$ cat src/rtl/i2c_txn_arbiter.sv
// Round-robin arbiter sharing one I2C master engine among NUM_REQ requesters.
// Optional NACK retry is enabled by defining I2C_ARB_RETRY_EN.
//
// state  | meaning
// IDLE   | waiting for a pending request while the master is not busy
// GRANT  | owner granted, latched operands settle
// ISSUE  | one-cycle start pulse to the master
// WAIT   | waiting for master done/nack or timeout
// RESP   | done/err pulse to the owner, advance round-robin pointer
module i2c_txn_arbiter #(
   parameter int NUM_REQ   = 4,
   parameter int TIMEOUT   = 1023,
   parameter int MAX_RETRY = 2
) (
   input  logic                 sclk,
   input  logic                 rst,
   input  logic [NUM_REQ-1:0]   req,
   input  logic [7*NUM_REQ-1:0] req_addr,
   input  logic [8*NUM_REQ-1:0] req_data,
   input  logic [NUM_REQ-1:0]   req_rw,
   output logic [NUM_REQ-1:0]   gnt,
   output logic [NUM_REQ-1:0]   done,
   output logic [NUM_REQ-1:0]   err,
   output logic [7:0]           rdata,
   output logic                 m_start,
   output logic [6:0]           m_addr,
   output logic [7:0]           m_data,
   output logic                 m_rw,
   input  logic                 m_busy,
   input  logic                 m_done,
   input  logic                 m_nack,
   input  logic [7:0]           m_rdata
);

   localparam int IW = (NUM_REQ > 1) ? $clog2(NUM_REQ) : 1;
   localparam int TW = $clog2(TIMEOUT + 1);
   localparam logic [TW-1:0] T_LAST = TW'(TIMEOUT - 1);
   localparam logic [IW-1:0] I_LAST = IW'(NUM_REQ - 1);

   typedef enum logic [2:0] {
      S_IDLE,
      S_GRANT,
      S_ISSUE,
      S_WAIT,
      S_RESP
   } state_t;

   state_t          state;
   logic [IW-1:0]   rr_ptr;
   logic [IW-1:0]   owner;
   logic [TW-1:0]   timer;
   logic [IW-1:0]   pick_idx;
   logic            pick_vld;
   logic            retry_now;
   int unsigned     k;

`ifdef I2C_ARB_RETRY_EN
   localparam int RW = (MAX_RETRY > 0) ? $clog2(MAX_RETRY + 1) : 1;
   logic [RW-1:0]   retry_cnt;

   assign retry_now = m_nack && (retry_cnt < RW'(MAX_RETRY));
`else
   assign retry_now = 1'b0;
`endif

   // Scan from the highest offset down so the closest requester at or after rr_ptr wins.
   always_comb begin
      pick_vld = 1'b0;
      pick_idx = '0;
      k        = 0;
      for (int i = NUM_REQ - 1; i >= 0; i--) begin
         k = (32'(rr_ptr) + 32'(i)) % 32'(NUM_REQ);
         if (req[k]) begin
            pick_vld = 1'b1;
            pick_idx = IW'(k);
         end
      end
   end

   always_ff @(posedge sclk or negedge rst) begin
      if (!rst) begin
         state   <= S_IDLE;
         rr_ptr  <= '0;
         owner   <= '0;
         timer   <= '0;
         gnt     <= '0;
         done    <= '0;
         err     <= '0;
         rdata   <= '0;
         m_start <= 1'b0;
         m_addr  <= '0;
         m_data  <= '0;
         m_rw    <= 1'b0;
`ifdef I2C_ARB_RETRY_EN
         retry_cnt <= '0;
`endif
      end else begin
         m_start <= 1'b0;
         done    <= '0;
         err     <= '0;
         case (state)
            S_IDLE: begin
               if (pick_vld && !m_busy) begin
                  owner  <= pick_idx;
                  gnt    <= NUM_REQ'(1) << pick_idx;
                  m_addr <= req_addr[pick_idx*7 +: 7];
                  m_data <= req_data[pick_idx*8 +: 8];
                  m_rw   <= req_rw[pick_idx];
`ifdef I2C_ARB_RETRY_EN
                  retry_cnt <= '0;
`endif
                  state  <= S_GRANT;
               end
            end
            S_GRANT: begin
               m_start <= 1'b1;
               state   <= S_ISSUE;
            end
            S_ISSUE: begin
               timer <= '0;
               state <= S_WAIT;
            end
            S_WAIT: begin
               timer <= timer + 1'b1;
               if (m_done && retry_now) begin
`ifdef I2C_ARB_RETRY_EN
                  retry_cnt <= retry_cnt + 1'b1;
`endif
                  m_start <= 1'b1;
                  state   <= S_ISSUE;
               end else if (m_done) begin
                  if (m_rw) begin
                     rdata <= m_rdata;
                  end
                  err[owner]  <= m_nack;
                  done[owner] <= 1'b1;
                  state       <= S_RESP;
               end else if (timer == T_LAST) begin
                  // Timeout is terminal; it never re-enters ISSUE.
                  err[owner]  <= 1'b1;
                  done[owner] <= 1'b1;
                  state       <= S_RESP;
               end
            end
            S_RESP: begin
               gnt    <= '0;
               rr_ptr <= (owner == I_LAST) ? '0 : owner + 1'b1;
               state  <= S_IDLE;
            end
            default: state <= S_IDLE;
         endcase
      end
   end

endmodule

$ cat config.mk
export PLATFORM = sky130hd
export DESIGN_NAME = i2c_txn_arbiter
export DESIGN_NICKNAME = d
export VERILOG_FILES = /design/src/rtl/i2c_txn_arbiter.sv
export SDC_FILE = /design/constraint.sdc
export NUM_CORES = 1
export LEC_CHECK = 0
export ABC_AREA = 1
export CAP_MARGIN = 20
export CORE_ASPECT_RATIO = 0.8
export CORE_MARGIN = 4
export CORE_UTILIZATION = 50
export CTS_BUF_LIST = sky130_fd_sc_hd__clkbuf_4
export CTS_CLUSTER_DIAMETER = 60
export DETAILED_ROUTE_END_ITERATION = 16
export PLACE_DENSITY = 0.92
export SLEW_MARGIN = 0
export SYNTH_ARGS = -nofsm -noshare
export SYNTH_HDL_FRONTEND = slang
export SYNTH_SLANG_ARGS = --single-unit
$ cat constraint.sdc
create_clock -name sclk -period 3.9 [get_ports sclk]
set_clock_uncertainty 0.05 [all_clocks]
set_input_delay 0.78 -clock sclk [delete_from_list [all_inputs] [get_ports sclk]]
set_output_delay 0.78 -clock sclk [all_outputs]
set_load 0.1 [all_outputs]
==> run_results.csv <==
group,metric,value,unit
outcome,status,"complete, no violations",
sta,fin_crit_sh,72.3,%
placement,dp_hpwl,6960,microns
clock_network,htree_levels,2,
clock_network,clock_path_buffers,2,
yosys,yosys_warnings,0,
setup_path,cpPeakStageDelay,1160,ps
yosys,synthTopCellsByCount,"nand2_1, inv_1, nand3_1, dfrtp_1, a21oi_1",
routing,drt_first_pass_iters,5,
yosys,synth_top_area_cell,"dfrtp_1",
routing,wl_per_cell,13.6,microns
cells_and_area,seq_area,1350,sq um
routing,drt_wl_total,8660,microns
sta,fmax,0.355,GHz
die,io_pins,118,
sta,setup_ws,1080,ps
power,pwr_density_cell,869,nW/um^2
yosys,synth_top_area_share,42.0,%
yosys,syn_nets,530,
yosys,async_flop_share,100,%
yosys,synth_seq_cells,54,
power,ir_worst_vdd,0.000577,V
routing,antenna_left,0,
yosys,synth_ff_type,"dfrtp_1",
cells_and_area,nets,644,
setup_path,critPathCaptureType,"output pin",
setup_path,startpoint_type,"flip-flop",
hold_path,hold_class,"in -> async",
sta,fin_setup_tns,0,ps
clock_network,root_buffer,"clkbuf_4",
power,p_total,3910,uW
clock_network,cts.repair.resized,0,
grt,grt_max_degree,42,
sta,worst_pin_slew,1010,ps
routing,drc,0,
setup_path,cp_cell_sequence,"clkdlybuf4s50_1",
yosys,ys_seq_area_share,42.0,%
setup_path,critical_path.slowest_cell,"clkdlybuf4s50_1",
clock_network,hold_buffers,0,
yosys,synth_cells,443,
sta,drv_slew,0,
yosys,synth-edff-count,0,
sta,rsz0062_at_grt,"no",
die,start_util,53.1,%
clock_network,clk_latency,370,ps
sta,fin_crit,2820,ps
setup_path,critical_path_class,"reg -> out",
grt,grt_pass1_vias,3061,
die,num_rows,25,
sta,hold_ws,431,ps
power,p_leak,0.00231,uW
routing,viasPerCell,5.16,
sta,timing.slew.headroom,32.4,%
placement,dpl_cell_area,4420,sq um
cells_and_area,syn2layout_area_growth,40.0,%
clock_network,tritoncts,"built",
die,die_y,79.8,microns
yosys,yosysUniqueCellTypes,30,
sta,finalSetupViolations,0,
yosys,synth_most_common_cell,"nand2_1",
cells_and_area,antenna_cells,0,
grt,grt-ovfl-total,0,
placement,io_buffers,117,
sta,hold_violations,0,
setup_path,worst-path-buf-inv,1,
setup_path,crit_arrival,1990,ps
die,die_area,7790,sq um
grt,antenna_found_initial,0,
cells_and_area,fillers,460,
yosys,synth_area,3220,sq um
setup_path,cp_max_fo,3,
clock_network,cts_setup_buffers,0,
cells_and_area,drive_above_1_share,6.63,%
clock_network,path_clk_slew,150,ps
yosys,syn_area_per_cell,7.27,sq um
clock_network,clock_sinks,54,
cells_and_area,fin_area,4510,sq um
routing,dr.first_iter.drc_count,256,
die,die_w,97.7,microns
routing,vias,3297,
setup_path,crit_family,"buffers and inverters",
cells_and_area,multi_input_area,1430,sq um
placement,pre_cts_ws,912,ps
setup_path,crit_required,3070,ps
placement,place.gp.congestion,0.895,
yosys,synth_area_leaders,"dfrtp_1, nand2_1, inv_1",
die,core_region_area,6070,sq um
grt,grt_pass1_wl,13900,microns
grt,grtUsageTotal,21.9,%
clock_network,cts_buffers,5,
job,drv_cap,0,
-- area by class of cell --
cell class                      instances  area share, %
Clock buffer                            6           1.00
Multi-Input combinational cell        284           31.8
Sequential cell                        54           30.0
Timing Repair Buffer                  120           26.4
Clock inverter                          2          0.833
Inverter                               92           7.72
Tap cell                               81           2.25
-- power by group --
| group | switching, uW | leakage [uW] | internal [uW] |
|---|---|---|---|
| Combinational | 2000 | 0.00157 | 710 |
| Sequential | 143 | 0.000702 | 747 |
| Clock | 173 | 0.0000419 | 142 |
-- placed cells by master, fill, tap and decap left out, types with 2 or more instances in the layout --
cell             Yosys  layout
a21oi_1             13      13
a22oi_1              2       2
buf_4                2       3
clkbuf_4             0       6
clkdlybuf4s50_1      0     116
dfrtp_1             54      54
ha_1                 6       6
inv_1               89      89
inv_2                2       2
mux2_2               8       8
nand2_1            132     132
nand2_2              2       2
nand2_4              3       3
nand3_1             62      62
nor2_1              11      11
nor2_2               5       5
nor3_1               8       8
nor4_1               4       4
o211ai_1             7       7
o21ai_0              9       9
o21ai_1              5       5
-- worst reg2reg max path, stage by stage (launching register included) --
cell and delay (ps):
dfrtp_1 630, inv_4 90, nand2_1 90, and2_1 150
nand2_1 70, nand2_1 100, inv_1 50, nand2_1 110
nand2_4 150, nand2_4 380, nand2_1 140, nand3_1 110
nand2_1 70, nand2_1 70, nand2_1 60
-- registers in the layout, indices dropped and copies added (netlist names) --
register,count
rr_ptr,2
m_rw,1
done,4
owner,2
m_addr,7
timer,10
m_start,1
state,3
rdata,8
m_data,8
gnt,4
err,4
-- worst paths after layout --
check,startpoint,end,slack [ps],depth (start not counted)
max in group asynchronous,rst,state[0]$_DFFE_PN0P_,2610,2
worst max register to register,rr_ptr[0]$_DFFE_PN0P_,m_data[6]$_DFFE_PN0P_,1480,14
worst min register to register,timer[4]$_DFFE_PN0P_,timer[4]$_DFFE_PN0P_,460,1
worst max-delay path,m_rw$_DFFE_PN0P_,m_rw,1080,1
min in group sclk,timer[4]$_DFFE_PN0P_,timer[4]$_DFFE_PN0P_,460,1
worst min-delay path,rst,m_addr[0]$_DFFE_PN0P_,430,1
-- layer usage --
layer / vias to the layer above / GRT usage (%) / wire (microns) / part of all wire [%]
li1: 1611 / - / - / -
met1: 1543 / 27.8 / 3650 / 42
met2: 128 / 38.2 / 4270 / 49
met3: 15 / 4.80 / 581 / 6.7
met4: 0 / 5.81 / 154 / 1.8
met5: - / 0 / 0 / 0
-- logic make-up (layout without fill, tap and decap cells) --
logic type	after synthesis	count (layout)	share of synthesized area (%)
AND/OR/NAND/NOR	232	232	32.2
multiplexers	8	8	2.80
adder cells (fa/ha/maj)	6	6	2.33
AO/OA/AOI/OAI	38	38	7.23
flip-flops	54	54	42.0
buffers and inverters	105	220	13.5
-- metrics by stage --
stage,util (%),cells
after detailed placement,72.9,631
after floorplan,-,443
after global placement,72.9,631
final,74.2,639
after global routing,74.2,639
after CTS,74.2,639
Note: power is estimated with default switching activity, not from simulation.
